<file path="src/rtl/seq_detect_param.sv">
// Parameterised sequence detector: matches a runtime-loadable DEPTH-symbol pattern
// on a valid-qualified WIDTH-bit stream. Optional SEQ_MASK_EN adds per-slot don't-care.
module seq_slot_cmp #(
  parameter int WIDTH = 2
) (
  input  logic [WIDTH-1:0] sym,
  input  logic [WIDTH-1:0] pat,
  input  logic             dont_care,
  output logic             hit
);
  assign hit = dont_care || (sym == pat);
endmodule

module seq_detect_param #(
  parameter int                     WIDTH    = 2,
  parameter int                     DEPTH    = 4,
  parameter int                     CNT_W    = 8,
  parameter logic [WIDTH*DEPTH-1:0] PAT_INIT = 8'hB7
) (
  input  logic                   clk,
  input  logic                   rst_n,
  input  logic                   in_valid,
  input  logic [WIDTH-1:0]       in_sym,
  input  logic                   overlap_en,
  input  logic                   pat_load,
  input  logic [WIDTH*DEPTH-1:0] pat_data,
`ifdef SEQ_MASK_EN
  input  logic [DEPTH-1:0]       pat_mask,
`endif
  input  logic                   cnt_clr,
  output logic                   match,
  output logic [CNT_W-1:0]       match_cnt
);
  localparam int FW = $clog2(DEPTH + 1);

  // Slot DEPTH-1 holds the newest symbol, slot 0 the oldest.
  logic [DEPTH-1:0][WIDTH-1:0] hist, pat, win;
  logic [DEPTH-1:0]            mask, slot_hit;
  logic [FW-1:0]               fill;
  logic                        hit;

  assign win = {in_sym, hist[DEPTH-1:1]};

  for (genvar gi = 0; gi < DEPTH; gi++) begin : g_slot
    seq_slot_cmp #(.WIDTH(WIDTH)) u_cmp (
      .sym      (win[gi]),
      .pat      (pat[gi]),
      .dont_care(mask[gi]),
      .hit      (slot_hit[gi])
    );
  end

  assign hit = in_valid && !pat_load && (fill >= FW'(DEPTH - 1)) && (&slot_hit);

`ifdef SEQ_MASK_EN
  always_ff @(posedge clk) begin
    if (!rst_n)        mask <= '0;
    else if (pat_load) mask <= pat_mask;
  end
`else
  assign mask = '0;
`endif

  always_ff @(posedge clk) begin
    if (!rst_n) begin
      hist      <= '0;
      pat       <= PAT_INIT;
      fill      <= '0;
      match     <= 1'b0;
      match_cnt <= '0;
    end else begin
      match <= 1'b0;
      if (pat_load) begin
        pat  <= pat_data;
        fill <= '0;
      end else if (in_valid) begin
        hist <= win;
        if (hit) begin
          match <= 1'b1;
          // Non-overlapping mode restarts the fill so the old window cannot contribute.
          fill  <= overlap_en ? FW'(DEPTH) : '0;
        end else if (fill != FW'(DEPTH)) begin
          fill <= fill + FW'(1);
        end
      end
      if (cnt_clr)  match_cnt <= '0;
      else if (hit) match_cnt <= match_cnt + CNT_W'(1);
    end
  end
endmodule

</file>
<file path="config.mk">
export PLATFORM = sky130hd
export DESIGN_NAME = seq_detect_param
export DESIGN_NICKNAME = d
export VERILOG_FILES = /design/src/rtl/seq_detect_param.sv
export SDC_FILE = /design/constraint.sdc
export NUM_CORES = 1
export LEC_CHECK = 0
export CORE_MARGIN = 5
export CORE_UTILIZATION = 45
export DETAILED_ROUTE_END_ITERATION = 8
export PLACE_DENSITY = 0.74
export SYNTH_ARGS = -nofsm -noshare
export SYNTH_HDL_FRONTEND = slang
export SYNTH_SLANG_ARGS = --single-unit
</file>
<file path="constraint.sdc">
create_clock -name clk -period 1.4 [get_ports clk]
set_input_delay 0.28 -clock clk [delete_from_list [all_inputs] [get_ports clk]]
set_output_delay 0.28 -clock clk [all_outputs]
set_load 0.1 [all_outputs]
</file>
# --- Word level (Yosys, flattened, before mapping) ---
# Cells that the tools add are included.
totals:
  register_bits: 26
  in_bits: 16
  out_inout_bits: 9
classes:
  add_sub_neg: 2
  magnitude_cmp: 1
  n_eq_ne: 5
  n_mux: 4
  bitwise_logic: 3
  n_reduce_logical: 11
ops:
  columns: ["cell", "count"]
  rows:
  - ["3-bit two-way mux", 3]
  - ["8-bit by 1-bit adder with 8-bit output, second input constant", 1]
  - ["2-bit == test", 4]
  - ["2-bit AND reduction", 2]
  - ["4-bit AND reduction", 1]
  - ["2-bit OR reduction", 2]
  - ["3-bit by 1-bit adder with 3-bit output, second input constant", 1]
  - ["3-bit by 2-bit greater-or-equal comparator with 1-bit output, second input constant", 1]
  - ["1-bit logical AND", 3]
  - ["3-bit != test, second input constant", 1]
  - ["1-bit NOT", 3]
  - ["3-bit OR reduction", 1]
  - ["2-bit nonzero test", 1]
  - ["1-bit logical NOT", 1]
  - ["1-bit two-way mux", 1]

# --- Longest topological paths before layout ---
# Gate-level depths: netlist of run 1.
logic_depth:
  depth_word: 6
  mapped_depth: 6

# --- Modules after synthesis ---
# A second synthesis of run 1 with hierarchy kept.
unflattened:
  hier_cells: 135
  hier_area_um2: 1239.9
by_module_without_submodules:
  columns: ["module", "instances", "cells_each", "area_per_inst_um2", "seq_area_each_um2"]
  rows:
  - ["seq_detect_param", 1, 123, 1139.8, 520.5]
  - ["seq_slot_cmp", 4, 3, 25.0, 0.0]

# --- Worst setup path before layout of run 1 ---
# No wires, ideal clock.
synth_path:
  path_kind: "register to register"
  startpoint: "reg match_cnt[0]"
  endpoint: "reg match_cnt[2]"
  t_arrival_ns: 1.836
  required_ns: 1.328
  path_slack_ns: -0.508
  path_stages_with_launch: 5
  period_less_slack_ns: 1.908
  cell_sequence: "dfxtp_1 > ha_1 > inv_1 > nor4_1 > mux2i_1"
synth_between:
  elab_chain_cells: 1
synth_lines:
  columns: ["element", "line_no", "rtl"]
  rows:
  - ["from (decl)", "32", "output logic [CNT_W-1:0] match_cnt"]
  - ["from (signal assigned)", "87", "else if (hit) match_cnt <= match_cnt + CNT_W'(1);"]
  - ["8-bit by 1-bit adder with 8-bit output", "87", null]
# Every way passes these cells.
# A chain may end at the register's enable or synchronous reset.

# --- Final worst setup path of run 1 ---
layout_path:
  startpoint: "reg fill[0]"
  endpoint: "reg match_cnt[3]"
layout_between:
  elab_chain_cells: 3
layout_lines:
  columns: ["element", "line_no", "rtl"]
  rows:
  - ["from (decl)", "39", "logic [FW-1:0] fill;"]
  - ["from (signal assigned)", "81", "fill <= overlap_en ? FW'(DEPTH) : '0;"]
  - ["from (signal assigned)", "83", "fill <= fill + FW'(1);"]
  - ["3-bit by 2-bit greater-or-equal comparator with 1-bit output", "53", "assign hit = in_valid && !pat_load && (fill >= FW'(DEPTH - 1)) && (&slot_hit);"]
  - ["1-bit logical AND (2 in a row)", "53", null]
# Every way passes these cells.

==> out/results.env, run 1 <==
CRITPATHBUFINV=1
LAYOUT.CELLS.MOST_COMMON='sky130_fd_sc_hd__nand2_1'
DRV.MAX_CAP_VIOLATION_COUNT=0
GRT_REMAINING_OVERFLOW=0
NUM_VIAS=1122
TIMING_HOLD_VIOLATIONS_FINAL=0
FF2FF_SETUP_SLACK_PS=-160
LEAKAGE_nW=0.820
SYNTH.YOSYS.SEQ_AREA_SHARE_PCT=40.5
ASYNCSETRESETFLOPFRACSYNTH_PCT=0
FIN_AREA_MM2=0.00200
SYNTH_COMPOUND_AREA_SHARE_PCT=5.74
CRITPATHARRIVALTIME_PS=1830
DESIGN.PORTCOUNT=25
POST_SYNTHESIS_REGISTER_BIT_COUNT=26
YOSYS.CELL_TYPES.COUNT=27
MAPPEDNETLISTAREA_MM2=0.00129
ANTENNA_VIOLATING_NETS_POST_ROUTE=0
CP-STARTPOINT='fill[0]$_SDFFE_PP0P_'
SYNTH.AREA.TOP_CELLS='sky130_fd_sc_hd__dfxtp_1 40%, sky130_fd_sc_hd__mux2i_1 13%, sky130_fd_sc_hd__nand2_1 8.8%'
DPL_CELL_AREA_MM2=0.00183
FINALMAXSLEWVIOLATIONS=0
CTS.SINK_COUNT=26
TIMING.CRITICAL_PATH.SLOWEST_STAGE_CELL='sky130_fd_sc_hd__dfxtp_2'
LAYOUT.CELLS.MOST_COMMON_LIST='30 x sky130_fd_sc_hd__nand2_1, 17 x sky130_fd_sc_hd__mux2i_1, 17 x sky130_fd_sc_hd__buf_4, 16 x sky130_fd_sc_hd__dfxtp_1, 14 x sky130_fd_sc_hd__clkdlybuf4s50_1'
WORST_R2R_ENDPOINT='match_cnt[3]$_SDFFE_PP0P_'
SETUP_SLACK_PS=-162
FIRST_PASS_ITERS=4
IRDROPWORSTVDD_uV=674
FINALSETUPVIOLATIONS=12
RUN_STATUS='finished, violations left'
ROUTED_WIRELENGTH_UM=3020
SKEW_PS=2.36
DIODES=0
SETUP_TNS_PS=-1220
SYNTH.YOSYS.WARNINGS=0
INITIAL_CELL_DENSITY_OF_THE_CORE_PCT=46.6
GLOBALPLACE.CONGESTION=0.774
DIE_WIDTH_UM=63.5
SYNTH.MUX.AREA_FRACTION_PCT=13.2
CLOCK-ROOT-BUFFER='sky130_fd_sc_hd__clkbuf_4'
SYNTH_SIMPLE_GATE_AREA_SHARE_PCT=28.8
MOST_FREQUENT_CELL_ON_CRITICAL_PATH='sky130_fd_sc_hd__ha_4'
AREA_GROWTH_PCT=55.2
NUM_ROWS=19
FINAL_PERIOD_MINUS_WORST_SETUP_SLACK_PS=1560
SYNTH-ADDER-AREA-SHARE_PCT=3.89
COUNT_OF_H_TREE_LEVELS_BUILT_DURING_CTS=1
PATH_CELLS='ha_4 > ha_4 > a211o_1 > nand4_4 > buf_4 > nor4b_4 > mux2i_1'
LARGEST_FAMILY_OF_LOGIC_CELLS_BY_SYNTHESIZED_AREA='simple AND/OR/NAND/NOR gates'
YOSYS_MOST_USED_DFF='sky130_fd_sc_hd__dfxtp_1'
CRIT_FAMILY='flip-flops'
COUNT_OF_FILLER_CELLS_INSERTED_IN_THE_LAYOUT=204
TIMING.FMAX_MHz=640
CTS_TREE='done'
POST-SYNTH-TOP-AREA-CELL='sky130_fd_sc_hd__dfxtp_1'
CTS_MAX_PATH_BUFFERS=2
WORST-R2R-CELL-COUNT=7
CRITICALPATHCATEGORY='register to register'
DRC=0
POST_ROUTE_CLOCK_PERIOD_UTILIZATION_PCT=112
CRITICAL-PATH-MAX-STAGE-DELAY_PS=380
CLOCK_INSERTION_DELAY_WORST_SKEW_PS=330
SHARE_OF_THE_SYNTHESIZED_NETLIST_AREA_TAKEN_BY_XOR_AND_XNOR_GATES_PCT=5.45
YOSYS.AREA.TOP_TYPE_SHARE_PCT=40.5
FLOORPLAN.DIE.HEIGHT_UM=63.5
CRIT-REG2REG-LAUNCH='fill[0]$_SDFFE_PP0P_'
RSZ0062_AT_GRT='true'
DP.FINAL_HPWL_UM=2120
WORST_EP_REQUIRED_TIME_PS=1670
MAX_SLEW.WORST_PIN.SLEW_PS=357
FINAL_LAYOUT_SIZE_SUFFIX_GT1_SHARE_PCT=30.4
GRT_UTIL_ALL_LAYERS_PCT=16.3
PLACEABLECOREAREA_MM2=0.00276
WORSTSETUPSTARTPOINTTYPE='register'
WORSTHOLDPATHTYPE='input port to register'
POWER-PER-CELL-AREA_mW_PER_MM2=745
FIN_NETS=205
CTS-BUFFERS-INSERTED=3
GRT_START_MAX_NET_PINS=17
AREA_OF_THE_DIE_MM2=0.00403
SYNTH.AVG_CELL_AREA_UM2=9.19
CP_NUM_CELLS=7
CTS.CLK_SLEW.WORST_PATHS_PS=140
VIA_DENSITY=5.22
GRT_FIRST_PASS_WIRELENGTH_UM=5230
SYNTH.NET_COUNT=160
ROUTED_WIRE_LENGTH_PER_INSTANCE_UM=14.0
VIOLATIONS='negative setup slack'
ANTENNA_FOUND_INITIAL=0
PATH_MAX_FANOUT=6
MAX_SLEW_MARGIN_PCT=76.1
WORSTSETUPENDPOINT='match_cnt[3]$_SDFFE_PP0P_'
CELL_COUNT_AFTER_SYNTHESIS=140
SYNTH_ENABLE_FLOP_CELLS=0
GRT_PASS1_VIAS=1172
PORT_BUFFERS=24
CRIT_PATH_END_KIND='register'
DR.FIRST_ITER.DRC_COUNT=18
-- layout make-up --
| type | count | area, um^2 | area share [%] |
|---|---|---|---|
| clock buffers | 3 | 22.5 | 1.13 |
| clock inverters | 1 | 30.0 | 1.50 |
| inverters | 5 | 18.8 | 0.940 |
| multi-input cells | 106 | 846 | 42.4 |
| flip-flops and latches | 26 | 548 | 27.5 |
| well taps | 31 | 38.8 | 1.94 |
| repair buffers | 43 | 492 | 24.6 |
-- worst register-to-register path, cell delays in order (launching register included) --
cell,delay (ps)
sky130_fd_sc_hd__dfxtp_2,380
sky130_fd_sc_hd__ha_4,140
sky130_fd_sc_hd__ha_4,110
sky130_fd_sc_hd__a211o_1,120
sky130_fd_sc_hd__nand4_4,140
sky130_fd_sc_hd__buf_4,190
sky130_fd_sc_hd__nor4b_4,220
sky130_fd_sc_hd__mux2i_1,200
-- kinds of logic after synthesis --
| group | count (synthesis) |
|---|---|
| flip-flops | 26 |
| adder cells (fa/ha/maj) | 4 |
| XOR/XNOR | 8 |
| AO/OA/AOI/OAI | 11 |
| buffers and inverters | 8 |
| multiplexers | 17 |
| AND/OR/NAND/NOR | 66 |
-- worst min-delay path by stage --
stage	slack [ps]	endpoint	start	cells past startpoint
2_1_floorplan	410	pat[0]$_SDFFE_PN1P_	pat_data[0]	2
3_3_place_gp	470	hist[3]$_SDFFE_PN0P_	hist[3]$_SDFFE_PN0P_	2
3_5_place_dp	470	hist[2]$_SDFFE_PN0P_	hist[2]$_SDFFE_PN0P_	2
4_1_cts	480	fill[2]$_SDFFE_PP0P_	overlap_en	3
5_1_grt	260	hist[6]$_SDFFE_PN0P_	in_sym[0]	3
6_report	240	hist[6]$_SDFFE_PN0P_	in_sym[0]	3
-- synthesized netlist by cell type, drive strengths merged, types with 3 or more instances --
cell type / n
nand2: 30
dfxtp: 26
mux2i: 17
nand2b: 8
xnor2: 8
a21boi: 6
nor4: 6
inv: 5
ha: 4
nand3: 4
nor2b: 4
and3: 3
o21ai: 3
-- power by group --
part	total, mW	switching (mW)	internal [mW]
clock network	0.528	0.238	0.290
logic	0.192	0.0843	0.108
registers	0.766	0.0161	0.750
total	1.49	0.339	1.15
-- metrics by stage --
stage	util [%]	total power, mW	hold slack [ps]	instances	worst slack (ps)
after detailed placement	66.2	0.965	475	205	-481
after global routing	72.4	1.55	259	215	-286
after CTS	71.3	1.50	479	213	-175
final	72.4	1.49	244	215	-162
after floorplan	-	0.873	408	140	-79.7
after global placement	66.2	0.957	466	205	-398
-- routing by layer --
| layer | share of wire [%] | vias to the layer above | routed length [um] | GRT usage, % |
|---|---|---|---|---|
| li1 | - | 568 | - | - |
| met1 | 42 | 524 | 1260 | 18.2 |
| met2 | 52 | 24 | 1560 | 28.8 |
| met3 | 4.6 | 6 | 138 | 3.73 |
| met4 | 2.0 | 0 | 59 | 7.79 |
| met5 | 0 | - | 0 | 0 |
-- flip-flops by register name, indices dropped and copies added, names as in the netlist --
register,cells
match_cnt,8
hist,6
fill,3
match,1
pat,8
-- what timing repair did --
action                                  in CTS  in global routing
hold buffers                                 0                  0
gates resized for setup                      7                  4
endpoints found under the hold margin        0                  0
endpoints found under the setup margin      12                 12
setup buffers                                4                  2
pin swaps                                    4                  3
No activity file was read; power rests on OpenSTA's default activity.
==> run 2: changes to the inputs <==
Settings changed: CORE_UTILIZATION 45 to 48, CTS_BUF_LIST from default to sky130_fd_sc_hd__clkbuf_2 sky130_fd_sc_hd__clkbuf_4 sky130_fd_sc_hd__clkbuf_8, PLACE_DENSITY 0.74 to 0.78.
==> out/results.env, run 2 (synthesis results as in run 1) <==
CLOCK-ROOT-BUFFER='sky130_fd_sc_hd__clkbuf_4'
DP.FINAL_HPWL_UM=2200  # +3.8%
CTS_TREE='done'
CRIT-REG2REG-LAUNCH='fill[1]$_SDFFE_PP0P_'
DR.FIRST_ITER.DRC_COUNT=25  # +7
DIE_WIDTH_UM=61.8  # -2.7%
WORST-R2R-CELL-COUNT=7  # unchanged
LEAKAGE_nW=0.778  # -5.1%
CRITICALPATHCATEGORY='register to register'
MAX_SLEW_MARGIN_PCT=74.0  # -2.1 points
VIOLATIONS='negative setup slack'
LARGESTREGISTERS='match_cnt: 8 flops, pat: 8 flops, hist: 6 flops'
CRIT_PATH_END_KIND='register'
FINALMAXSLEWVIOLATIONS=0  # unchanged
AREA_OF_THE_DIE_MM2=0.00381  # -5.3%
INTERNAL-POWER_mW=1.15  # about the same
GRT_REMAINING_OVERFLOW=0  # unchanged
DRC=0  # unchanged
NUM_VIAS=1121  # -0.089%
FIN_NETS=203  # -0.98%
CP-STARTPOINT='fill[1]$_SDFFE_PP0P_'
RSZ0062_AT_GRT='true'
GRT_PASS1_VIAS=1150  # -1.9%
POST-PLACE-CELLS=204  # -0.49%
GRT_START_MAX_NET_PINS=17  # unchanged
PATH_MAX_FANOUT=6  # unchanged
PWR-SHARE-COMB_PCT=13.4  # +0.5 points
ROUTED_WIRE_LENGTH_PER_INSTANCE_UM=14.6  # +4.2%
PLACEABLECOREAREA_MM2=0.00252  # -8.5%
TIMING_HOLD_VIOLATIONS_FINAL=0  # unchanged
CTS_MAX_PATH_BUFFERS=2  # unchanged
SEQ_POWER_SHARE_PCT=51.6  # about the same
ANTENNA_VIOLATING_NETS_POST_ROUTE=0  # unchanged
POWER.SWITCHING_uW=333  # -1.7%
LAYOUT.CELLS.MOST_COMMON_LIST='30 x sky130_fd_sc_hd__nand2_1, 17 x sky130_fd_sc_hd__mux2i_1, 17 x sky130_fd_sc_hd__dfxtp_1, 15 x sky130_fd_sc_hd__clkdlybuf4s50_1, 13 x sky130_fd_sc_hd__buf_4'
DESIGN.PORTCOUNT=25  # unchanged
DPL_CELL_AREA_MM2=0.00182  # about the same
WORST_EP_REQUIRED_TIME_PS=1650  # -20 ps
FLOORPLAN.DIE.HEIGHT_UM=61.8  # -2.7%
WORST_R2R_ENDPOINT='match_cnt[3]$_SDFFE_PP0P_'
FINAL_LAYOUT_SIZE_SUFFIX_GT1_SHARE_PCT=29.1  # -1.3 points
WORSTSETUPSTARTPOINTTYPE='register'
WORSTSETUPENDPOINT='match_cnt[3]$_SDFFE_PP0P_'
FINAL_CELL_COUNT_NO_FILL=212  # -1.4%
CRITPATHARRIVALTIME_PS=1870  # +40 ps
FINAL_PERIOD_MINUS_WORST_SETUP_SLACK_PS=1620  # +57.1 ps
FINAL_CORE_UTILIZATION_PCT=78.8  # +6.4 points
SWITCHING_SHARE_OF_POWER_PCT=22.5  # -0.31 points
WORSTHOLDPATHTYPE='register to register'
FIN_AREA_MM2=0.00199  # -0.44%
CTS.CLK_SLEW.WORST_PATHS_PS=150  # about the same
POWER-PER-CELL-AREA_mW_PER_MM2=745  # about the same
CTS.SINK_COUNT=26  # unchanged
NUM_ROWS=18  # -1
COUNT_OF_H_TREE_LEVELS_BUILT_DURING_CTS=1  # unchanged
DIODES=0  # unchanged
ROUTED_WIRELENGTH_UM=3100  # +2.7%
GRT_FIRST_PASS_WIRELENGTH_UM=5340  # +2.1%
GRT_UTIL_ALL_LAYERS_PCT=18.9  # +2.5 points
CLOCK_INSERTION_DELAY_WORST_SKEW_PS=320  # about the same
MAX_SLEW.WORST_PIN.SLEW_PS=386  # +28.9 ps
POST_ROUTE_CLOCK_PERIOD_UTILIZATION_PCT=116  # +4.1 points
LAYOUT.CELLS.MOST_COMMON='sky130_fd_sc_hd__nand2_1'
DP_SLACK_PS=-463  # +17.4 ps
SETUP_SLACK_PS=-220  # -57.1 ps
RELATIVE_CONTRIBUTION_OF_THE_CLOCK_NETWORK_TO_TOTAL_POWER_PCT=35.0  # -0.5 points
FF2FF_SETUP_SLACK_PS=-220  # -60 ps
RUN_STATUS='finished, violations left'
FIRST_PASS_ITERS=4  # unchanged
FINALSETUPVIOLATIONS=12  # unchanged
SKEW_PS=4.04  # +1.67 ps
IRDROPWORSTVDD_uV=812  # +21%
INITIAL_CELL_DENSITY_OF_THE_CORE_PCT=51.0  # +4.3 points
ANTENNA_FOUND_INITIAL=0  # unchanged
AREA_GROWTH_PCT=54.5
GLOBALPLACE.CONGESTION=0.777  # +0.35%
VIA_DENSITY=5.29  # +1.3%
DRV.MAX_CAP_VIOLATION_COUNT=0  # unchanged
CTS-BUFFERS-INSERTED=3  # unchanged
HOLD_PATH.STARTPOINT='hist[3]$_SDFFE_PN0P_'
TIMING.FMAX_MHz=617  # -3.5%
PORT_BUFFERS=24  # unchanged
## run 2: timing repair
action / CTS / global route
gates resized for setup: 7 / 3
setup buffers: 4 / 0
hold buffers: 0 / 0
setup endpoints to repair: 12 / 12
cloned: 0 / 0
pin swaps: 3 / 1
## run 2: layout make-up
| class | instances | area [um^2] |
|---|---|---|
| Timing Repair Buffer | 41 | 490 |
| Tap cell | 30 | 37.5 |
| Clock buffer | 3 | 22.5 |
| Sequential cell | 26 | 547 |
| Fill cell | 162 | 536 |
| Clock inverter | 1 | 30.0 |
| Inverter | 5 | 18.8 |
| Multi-Input combinational cell | 106 | 841 |
## run 2: stage by stage
stage / power (mW) / TNS (ps) / hold slack [ps]
5_1_grt: 1.56 / -2760 / 517
3_3_place_gp: 0.957 / -5050 / 468
3_5_place_dp: 0.966 / -5870 / 469
4_1_cts: 1.49 / -1610 / 488
2_1_floorplan: 0.873 / -358 / 408
6_report: 1.48 / -1880 / 485
## run 2: worst min-delay path by stage
stage                     slack (ps)  cells past startpoint                   end
final                            490                      2  hist[3]$_SDFFE_PN0P_
after detailed placement         470                      2  hist[3]$_SDFFE_PN0P_
after global placement           470                      2  hist[2]$_SDFFE_PN0P_
after global routing             520                      2  hist[2]$_SDFFE_PN0P_
after floorplan                  410                      2   pat[0]$_SDFFE_PN1P_
after CTS                        490                      2  hist[3]$_SDFFE_PN0P_
## run 2: worst max-delay path, stage by stage (launching register included)
cell                      delay, ps
sky130_fd_sc_hd__dfxtp_2        380
sky130_fd_sc_hd__ha_4           140
sky130_fd_sc_hd__ha_4           120
sky130_fd_sc_hd__a211o_1        130
sky130_fd_sc_hd__nand4_4        120
sky130_fd_sc_hd__buf_12         180
sky130_fd_sc_hd__nor4b_2        270
sky130_fd_sc_hd__mux2i_1        210
## run 2: per-layer routing
layer / global-route usage (%) / part of all wire (%) / vias up
met4: 6.97 / 1.8 / 0
li1: - / - / 561
met3: 3.51 / 4.8 / 6
met2: 33.0 / 50 / 25
met5: 0 / 0 / -
met1: 23.0 / 43 / 529
## run 2: power groups by stage
stage               Sequential, mW  Clock (mW)  Combinational (mW)
floorplan                    0.779           0              0.0937
CTS                          0.765       0.527               0.196
finish                       0.764       0.518               0.198
global placement             0.780           0               0.177
global route                 0.768       0.575               0.214
detailed placement           0.781           0               0.185
